===== src/rtl/fifo_tile_reader.sv =====
// fifo_tile_reader
// Drains a tile of tile_len words from a synchronous FIFO with one cycle of
// read latency and streams them out as valid/ready with a last-word marker.
// A 2-entry output buffer with credit-based read issue sustains one word per
// cycle while never overflowing.
// Optional build macro: FIFO_TILE_READER_STATS_EN adds a 16-bit saturating
// stall_cnt output counting RUN cycles starved by an empty FIFO.
module fifo_tile_reader #(
  parameter int DATA_WIDTH = 16,
  parameter int LEN_WIDTH  = 8
) (
  input  logic                  clk,
  input  logic                  rst,
  input  logic                  start,
  input  logic [LEN_WIDTH-1:0]  tile_len,
  output logic                  busy,
  output logic                  done,
  output logic                  fifo_r_en,
  input  logic [DATA_WIDTH-1:0] fifo_data_out,
  input  logic                  fifo_empty,
  output logic                  m_valid,
  input  logic                  m_ready,
  output logic [DATA_WIDTH-1:0] m_data,
  output logic                  m_last
`ifdef FIFO_TILE_READER_STATS_EN
  ,
  output logic [15:0]           stall_cnt
`endif
);

  localparam logic [LEN_WIDTH-1:0] LEN_ONE = LEN_WIDTH'(1);

  typedef enum logic [1:0] {
    S_IDLE  = 2'd0,
    S_RUN   = 2'd1,
    S_DRAIN = 2'd2,
    S_DONE  = 2'd3
  } state_t;

  state_t                state_q;
  logic                  busy_q;
  logic                  done_q;
  logic                  zero_tile_q;
  logic [LEN_WIDTH-1:0]  len_q;

  logic [LEN_WIDTH-1:0]  issued_q;
  logic [LEN_WIDTH-1:0]  issued_d;
  logic [LEN_WIDTH-1:0]  accepted_q;
  logic [LEN_WIDTH-1:0]  accepted_d;
  logic [1:0]            occ_q;
  logic [1:0]            occ_d;
  logic                  head_q;
  logic                  head_d;
  logic                  inflight_q;
  logic [DATA_WIDTH-1:0] buf_q [2];

  logic                  start_accept;
  logic                  push;
  logic                  pop;
  logic                  tail_idx;
  logic                  rd_en;
  logic [2:0]            credit_sum;

  // A start is only honoured when no tile is in progress.
  assign start_accept = (state_q == S_IDLE) && start;

  // Data returned by last cycle's read lands in the buffer this cycle.
  assign push     = inflight_q;
  assign m_valid  = (occ_q != 2'd0);
  assign pop      = m_valid && m_ready;

  // Slots that will be committed after this edge if no new read is issued.
  assign credit_sum = {1'b0, occ_q} + {2'b00, inflight_q} - {2'b00, pop};

  assign rd_en = (state_q == S_RUN) && !fifo_empty &&
                 (issued_q < len_q) && (credit_sum < 3'd2);
  assign fifo_r_en = rd_en;

  // Tail slot is head + occupancy modulo 2; with occ = 2 and a pop this is
  // the slot being freed, which is exactly where the new word belongs.
  assign tail_idx = head_q ^ occ_q[0];

  assign m_data = buf_q[head_q];
  // The head word's index within the tile equals the number already accepted.
  assign m_last = m_valid && (accepted_q == (len_q - LEN_ONE));

  assign busy = busy_q;
  assign done = done_q;

  // Next-state for the issue/accept counters and buffer pointers.
  always_comb begin
    issued_d   = issued_q + (rd_en ? LEN_ONE : '0);
    accepted_d = accepted_q + (pop ? LEN_ONE : '0);
    occ_d      = occ_q + {1'b0, push} - {1'b0, pop};
    head_d     = head_q ^ pop;
    if (start_accept) begin
      issued_d   = '0;
      accepted_d = '0;
    end
  end

  // Counter, occupancy and in-flight tracking; reset drops any pending read.
  always_ff @(posedge clk) begin
    if (rst) begin
      issued_q   <= '0;
      accepted_q <= '0;
      occ_q      <= 2'd0;
      head_q     <= 1'b0;
      inflight_q <= 1'b0;
    end else begin
      issued_q   <= issued_d;
      accepted_q <= accepted_d;
      occ_q      <= occ_d;
      head_q     <= head_d;
      inflight_q <= rd_en;
    end
  end

  // Output buffer storage: capture returning FIFO data at the tail slot.
  always_ff @(posedge clk) begin
    if (rst) begin
      for (int i = 0; i < 2; i++) begin
        buf_q[i] <= '0;
      end
    end else if (push) begin
      buf_q[tail_idx] <= fifo_data_out;
    end
  end

  // Tile sequencing FSM with registered busy/done.
  always_ff @(posedge clk) begin
    if (rst) begin
      state_q     <= S_IDLE;
      busy_q      <= 1'b0;
      done_q      <= 1'b0;
      zero_tile_q <= 1'b0;
      len_q       <= '0;
    end else begin
      done_q <= 1'b0;
      case (state_q)
        S_IDLE: begin
          if (start) begin
            len_q       <= tile_len;
            busy_q      <= 1'b1;
            zero_tile_q <= (tile_len == '0);
            state_q     <= (tile_len == '0) ? S_DONE : S_RUN;
          end
        end
        S_RUN: begin
          if (issued_d == len_q) begin
            state_q <= S_DRAIN;
          end
        end
        S_DRAIN: begin
          // Leave once the final word has been accepted and nothing returns.
          if (occ_d == 2'd0) begin
            state_q <= S_DONE;
            done_q  <= 1'b1;
          end
        end
        S_DONE: begin
          // An empty tile has no drained word to mark, so its pulse trails
          // its single busy cycle.
          done_q      <= zero_tile_q;
          zero_tile_q <= 1'b0;
          busy_q      <= 1'b0;
          state_q     <= S_IDLE;
        end
        default: begin
          state_q <= S_IDLE;
          busy_q  <= 1'b0;
        end
      endcase
    end
  end

`ifdef FIFO_TILE_READER_STATS_EN
  logic [15:0] stall_cnt_q;

  // Saturating count of RUN cycles that wanted a word but found the FIFO empty.
  always_ff @(posedge clk) begin
    if (rst) begin
      stall_cnt_q <= 16'd0;
    end else if (start_accept) begin
      stall_cnt_q <= 16'd0;
    end else if ((state_q == S_RUN) && (issued_q < len_q) && fifo_empty &&
                 (stall_cnt_q != 16'hFFFF)) begin
      stall_cnt_q <= stall_cnt_q + 16'd1;
    end
  end

  assign stall_cnt = stall_cnt_q;
`endif

endmodule


===== config.mk =====
export PLATFORM = sky130hd
export DESIGN_NAME = fifo_tile_reader
export DESIGN_NICKNAME = d
export VERILOG_FILES = /design/src/rtl/fifo_tile_reader.sv
export SDC_FILE = /design/constraint.sdc
export NUM_CORES = 1
export LEC_CHECK = 0
export CORE_MARGIN = 2
export CORE_UTILIZATION = 55
export DETAILED_ROUTE_END_ITERATION = 6
export GPL_TIMING_DRIVEN = 1
export PLACE_DENSITY = 0.81
export RECOVER_POWER = 100
export SYNTH_ARGS = -nofsm -noshare
export SYNTH_HDL_FRONTEND = slang
export SYNTH_SLANG_ARGS = --single-unit

===== constraint.sdc =====
create_clock -name clk -period 6.6 [get_ports clk]
set_input_delay 0.66 -clock clk [delete_from_list [all_inputs] [get_ports clk]]
set_output_delay 0.66 -clock clk [all_outputs]
set_load 0.02 [all_outputs]

==> results.yml, run 1 <==
outcome:
  status: "finished, final reports clean"
logic_synthesis:
  synth_edf_count: 32
  synth_top_family_by_area: "simple AND/OR/NAND/NOR gates"
  synth_mux_area_share_pct: 5.797
  synth_cells: 338
  yosys_warnings: 0
  ys_seq_elements: 65
  synth_top_area_share_pct: 27.83
  synth_xor_area_share_pct: 7.754
  synth_simple_gate_area_share_pct: 20.51
  synthAdderAreaFrac_pct: 6.377
  synth-compound-area-share_pct: 9.783
  synthTopCellsByArea: "edfxtp_1, dfxtp_1, and2_1, ha_1, mux2_2"
  syn_area_sq_um: 3453
  synth_flop_cell: "dfxtp_1"
  synth_top_cell_by_area: "edfxtp_1"
  ys_types: 44
  synth.net_count: 384
  ys_seq_area_share_pct: 46.96
  async_reset_ff_share_pct: 0
  avgSynthCellArea_sq_um: 10.22
floorplanning:
  dieArea_sq_um: 6929
  die_width_microns: 83.24
  core_sq_um: 5991
  dieHeight_microns: 83.24
  initial_core_util_pct: 57.64
  rows: 28
  num_io_pins: 50
routing:
  via_per_inst: 5.396
  wl_microns: 7209
  vias: 2536
  drt_pass1_iterations: 4
  drt_iter0_markers: 138
  wl_per_cell_microns: 15.34
  route.detailed.drc: 0
  postRouteAntennaNets: 0
placed_design:
  hpwl_microns: 5146
  dp.cells: 454
  io_buffer_count: 49
  globalplace.congestion: 0.8884
clock_network:
  path_clk_slew_ns: 0.07
  postCtsSetupRepairBufs: 0
  clock_latency_ns: 0.35
  htreeDepth: 3
  cts_tree: "built"
  hold_buffers: 0
  root_buffer: "clkbuf_8"
  cts.sinks: 65
  cts_buffer_depth: 2
  cts_resized: 0
  numCtsBuffers: 9
layout:
  finalNonFillerCells: 470
  fin_util_pct: 70.53
  drive_gt1_share_pct: 9.873
  finalNetCount: 436
  area_growth_pct: 22.36
  antenna_cells: 0
setup_path:
  end_kind: "flop"
  worst-setup-path-type: "input port to flop"
  critPathLaunch: "m_ready"
  r2r_start: "occ_q[1]"
  critPathLaunchType: "input port"
  cp_max_fo: 5
  critPathRequiredTime_ns: 6.85
  crit_arrival_ns: 5.44
sta:
  hold_viol: 0
  drv_slew: 0
  period_needed_ns: 5.193
  max_freq_ghz: 0.1926
  period_share_pct: 78.68
  rsz0062_at_grt: "false"
  fin_skew_ns: 0.01015
  setup_viol: 0
  setup_tns_ns: 0
  tightest_slew_ns: 1.240
  maxSlewHeadroom_pct: 17.35
worst_hold_path:
  hp-class: "flop to flop"
  hold_path.startpoint: "busy"
global_route:
  grt_pass1_vias: 2492
  grt_use_total_pct: 21.73
  grt_pass1_wl_microns: 11960
  grt_antenna_before_repair: 0
  grt.overflow.total: 0
  grt_max_degree: 25
power_and_ir_drop:
  leakage_nw: 1.589
  power_density_nw_per_um2: 297.7
  vdd_ir_drop_max_uv: 184.3
flow_run:
  max_cap_viol_count: 0
[layer usage]
layer | share of wire [%] | track usage [%] | vias up
met5 | 0 | 0 | -
met4 | 2.5 | 10.13 | 0
met3 | 4.5 | 3.777 | 15
met2 | 46 | 34.53 | 61
met1 | 47 | 28.93 | 1183
li1 | - | - | 1277
[cells in the mapped netlist (all sizes together) (2+ instances only)]
library cell / number
a2111oi: 2
a21boi: 2
a21o: 5
a21oi: 20
a221oi: 2
a31oi: 2
a32oi: 2
and2: 37
clkbuf: 10
dfxtp: 33
edfxtp: 32
ha: 16
inv: 15
mux2: 16
mux2i: 2
nand2: 30
nand2b: 6
nand3: 9
nand4: 2
nor2: 33
nor2b: 2
nor3: 2
nor4: 5
o21ai: 6
or2: 3
or3: 4
xnor2: 19
xor2: 9
[per-stage QoR]
| stage | hold slack (ns) | total power [mW] | setup WS (ns) | area, sq um |
|---|---|---|---|---|
| after floorplan | 0.4545 | 0.7773 | 2.001 | 3453 |
| after global placement | 0.4791 | 0.8893 | 1.647 | 4019 |
| after detailed placement | 0.4888 | 0.8990 | 1.481 | 4019 |
| after CTS | 0.5025 | 1.273 | 1.750 | 4238 |
| after global routing | 0.5361 | 1.323 | 0.9798 | 4225 |
| final | 0.4885 | 1.258 | 1.407 | 4225 |
[layout make-up]
cell class | instances | area, sq um
fill | 469 | 1765
multi-input combinational | 247 | 1729
sequential | 65 | 1622
timing repair buffer | 52 | 505.5
clock buffer | 9 | 123.9
clock inverter | 7 | 95.09
tap | 75 | 93.84
inverter | 15 | 56.30
[layout by cell type, fill, tap and decap left out, drive strengths merged, types with 4 or more instances in the layout]
master and instances:
edfxtp 32, nor2 33, and2 37, xnor2 19
nand2 30, a21oi 20, ha 16, o21ai 6
nor4 5, nand2b 6, a21o 5, or3 4
dlygate4sd3 23, nand3 9, xor2 9, mux2 16
inv 15, clkbuf 11, dfxtp 33, clkinv 4
clkdlybuf4s50 26
[worst max-delay path: stages]
cell,delay (ns)
dlygate4sd3_1,0.58
o21ai_0,0.27
xnor2_1,0.23
ha_1,0.16
inv_1,0.04
fa_1,0.56
nor4b_1,0.27
nand3_1,0.14
a31oi_1,0.22
ha_1,0.24
ha_1,0.22
nand2_1,0.10
o21ai_0,0.43
a41oi_1,0.20
or3_4,0.38
a2111oi_4,0.38
o21ai_2,0.09
a221oi_1,0.27
[cells by family (layout without fill, tap and decap cells)]
kind of cell / after synthesis / in the layout
fa+ha+maj: 17 / 17
simple gates: 136 / 136
flops: 65 / 65
buf+inv: 26 / 83
xor+xnor: 29 / 29
compound gates: 47 / 47
mux: 18 / 18
[power by group]
| group | internal (mW) | switching (mW) | leakage (nW) | total, mW |
|---|---|---|---|---|
| Combinational | 0.178 | 0.207 | 0.881 | 0.385 |
| Sequential | 0.457 | 0.0399 | 0.599 | 0.497 |
| Clock | 0.212 | 0.163 | 0.109 | 0.376 |
| Total | 0.848 | 0.410 | 1.59 | 1.26 |
[flip-flops by register name (all words and copies together) (netlist names), 2 cells and up]
register and flops:
accepted_q 8, buf_q 32, state_q 2, len_q 8, issued_q 8, occ_q 2
[worst paths after layout]
path	endpoint	slack, ns	cells after the start
setup / recovery	state_q[1]	1.41	18
hold / removal	busy	0.49	2
setup reg to reg	state_q[1]	1.66	17
hold reg to reg	busy	0.49	2
No activity file was read; power rests on OpenSTA's default activity.
==> inputs of run 2 (changes only) <==
--- a/config.mk
+++ b/config.mk
@@ -6,10 +6,10 @@
 export NUM_CORES = 1
 export LEC_CHECK = 0
 export CORE_MARGIN = 2
-export CORE_UTILIZATION = 55
+export CORE_UTILIZATION = 54
 export DETAILED_ROUTE_END_ITERATION = 6
 export GPL_TIMING_DRIVEN = 1
-export PLACE_DENSITY = 0.81
+export PLACE_DENSITY = 0.79
 export RECOVER_POWER = 100
 export SYNTH_ARGS = -nofsm -noshare
 export SYNTH_HDL_FRONTEND = slang
==> constraint.sdc (replaced) <==
create_clock -name clk -period 4.8 [get_ports clk]
set_input_delay 0.48 -clock clk [delete_from_list [all_inputs] [get_ports clk]]
set_output_delay 0.48 -clock clk [all_outputs]
set_load 0.02 [all_outputs]
==> run 2 against run 1 <==
  * Hold slack barely moved
  * Largest cell class unchanged
  * Wire length rose by 0.31%
  * Die area rose by 1.8%
  * Sequential share of layout area rose by 0.31 points
  * Combinational power rose by 41%
  * Final cell count rose by 1.1%
  * Utilization fell by 3.8 points
  * Largest power group unchanged
  * Setup slack got worse by 1.0 ns
  * Sequential power rose by 37%
  * Clock power rose by 4%
==> results.yml, run 2 (synthesis gave the netlist of run 1 again) <==
global_route:
  grt_pass1_wl_microns: 11810
  grt_antenna_before_repair: 0
  grt_max_degree: 25
  grt_use_total_pct: 21.19
  grt.overflow.total: 0
  grt_pass1_vias: 2511
flow_run:
  max_cap_viol_count: 0
power_and_ir_drop:
  swShare_pct: 34.51
  p_switching_uw: 557.8
  power_density_nw_per_um2: 385.6
  leakage_nw: 1.562
  total_power_mw: 1.616
  comb_power_share_pct: 33.6
  power.share.clock_pct: 24.3
  vdd_ir_drop_max_uv: 285.6
  power.share.sequential_pct: 42.2
  p_int_mw: 1.059
layout:
  area_growth_pct: 21.38
  final_cell_area_sq_um: 4192
  drive_gt1_share_pct: 9.548
  largest_reg_flops: 32
  finalNetCount: 439
  fin_util_pct: 66.77
  layout_common_cells: "nor2_1, dfxtp_1, edfxtp_1"
  finalNonFillerCells: 475
  regMostFlops: "buf_q"
  antenna_cells: 0
placed_design:
  dp.cells: 459
  dpl_cell_area_sq_um: 4044
  hpwl_microns: 5339
  io_buffer_count: 49
  pre_cts_slack_ns: 0.08926
  globalplace.congestion: 0.8641
setup_path:
  r2r_end: "state_q[1]"
  cpPeakStageDelay_ns: 0.50
  critPathRequiredTime_ns: 5.03
  crit_path_frequent_cell: "ha_1"
  r2r_cells: 17
  r2r_start: "occ_q[1]"
  crit_chain: "clkdlybuf4s50_1 -> o21ai_0 -> xnor2_1 -> ha_1 -> inv_1 -> fa_1 -> nor4b_1 -> nand3_1 -> a31oi_1 -> ha_1 -> ha_1 -> nand2_1 -> or3_4 -> a2111oi_4 -> a21oi_1 -> a2111oi_4 -> o21ai_2 -> a221oi_1"
  critPathLaunchType: "input port"
  worst-setup-path-type: "input port to flop"
  cp_max_fo: 3
  end_kind: "flop"
  crit_slowest_cell: "fa_1"
  crit_arrival_ns: 4.66
  critPathLaunch: "m_ready"
  r2r_slack_ns: 0.48
floorplanning:
  dieHeight_microns: 83.97
  initial_core_util_pct: 55.01
  dieArea_sq_um: 7051
  num_io_pins: 50
  core_sq_um: 6277
  rows: 29
  die_width_microns: 83.97
clock_network:
  htreeDepth: 3
  path_clk_slew_ns: 0.06
  cts_tree: "built"
  hold_buffers: 0
  cts_resized: 0
  clock_latency_ns: 0.34
  root_buffer: "clkbuf_8"
  postCtsSetupRepairBufs: 0
  cts.sinks: 65
  numCtsBuffers: 9
  cts_buffer_depth: 2
sta:
  period_needed_ns: 4.428
  maxSlewHeadroom_pct: 18.01
  holdWs_ns: 0.4883
  setup_tns_ns: 0
  period_share_pct: 92.25
  tightest_slew_ns: 1.230
  drv_slew: 0
  hold_viol: 0
  setup_viol: 0
  fin_skew_ns: 0.009083
  fin_ws_ns: 0.3721
  max_freq_ghz: 0.2258
  rsz0062_at_grt: "false"
worst_hold_path:
  hp-class: "flop to flop"
  hold_depth: 2
  hold_path.startpoint: "zero_tile_q"
  hold_end: "zero_tile_q"
routing:
  wl_per_cell_microns: 15.22
  drt_pass1_iterations: 7
  drt_iter0_markers: 87
  wl_met1_microns: 3223
  via_per_inst: 5.427
  wl_microns: 7231
  vias: 2578
  postRouteAntennaNets: 0
  route.detailed.drc: 0
  dr_wl_met3_microns: 290
  wl_met2_microns: 3629
  top_layer_used: "met4"
outcome:
  status: "finished, final reports clean"
==> run 2: cell types whose count changed in the layout (fill, tap and decap cells not counted), moves of 2 or more <==
cell / change
clkbuf_1: +3
clkdlybuf4s50_1: +2
clkinv_4: -2
bufinv_16: -2
dlygate4sd3_1: -2
clkinv_1: +2
clkinvlp_4: +2
==> run 2: metal layers <==
metal  GRT usage, %  vias up
li1               -     1280
met1          27.14     1233
met2          35.56       57
met3          3.956        8
met4          8.211        0
met5              0        -
==> run 2: worst max path at each step <==
| stage | cells after the start | end | slack, ns |
|---|---|---|---|
| floorplan | 17 | state_q[0] | 0.38 |
| global placement | 18 | state_q[1] | 0.26 |
| detailed placement | 18 | state_q[1] | 0.09 |
| CTS | 18 | state_q[1] | 0.43 |
| global route | 18 | state_q[1] | 0.09 |
| finish | 18 | state_q[1] | 0.37 |
==> run 2: area by class of cell <==
type                    instances  area, sq um
fillers                       507         2086
multi-input cells             247         1734
flip-flops and latches         65         1622
repair buffers                 55        520.5
clock buffers                  10        127.6
well taps                      77        96.34
inverters                      15        56.30
clock inverters                 6        35.03
==> run 2: power groups by stage <==
stage | clock [mW] | sequential, mW | combinational [mW]
6_report | 0.392 | 0.681 | 0.543
2_1_floorplan | 0 | 0.670 | 0.399
5_1_grt | 0.423 | 0.687 | 0.593
3_5_place_dp | 0 | 0.694 | 0.557
3_3_place_gp | 0 | 0.692 | 0.542
4_1_cts | 0.400 | 0.682 | 0.560
==> run 2: worst max-delay path: cells and delay by family <==
kind / cells / cell delay (ns)
xor gates and xnor gates: 1 / 0.18
and+or+nand+nor: 4 / 0.87
buffers and inverters: 2 / 0.50
adders and majority gates: 4 / 1.11
AOI/OAI and AO/OA: 7 / 1.52
==> inputs of run 3 (changes only) <==
--- a/config.mk
+++ b/config.mk
@@ -5,12 +5,14 @@
 export SDC_FILE = /design/constraint.sdc
 export NUM_CORES = 1
 export LEC_CHECK = 0
+export CAP_MARGIN = 10
 export CORE_MARGIN = 2
 export CORE_UTILIZATION = 54
 export DETAILED_ROUTE_END_ITERATION = 6
 export GPL_TIMING_DRIVEN = 1
 export PLACE_DENSITY = 0.79
 export RECOVER_POWER = 100
+export SLEW_MARGIN = 25
 export SYNTH_ARGS = -nofsm -noshare
 export SYNTH_HDL_FRONTEND = slang
 export SYNTH_SLANG_ARGS = --single-unit
==> results of run 3 <==
The final DEF is identical to that of run 2; final timing and power are the same.
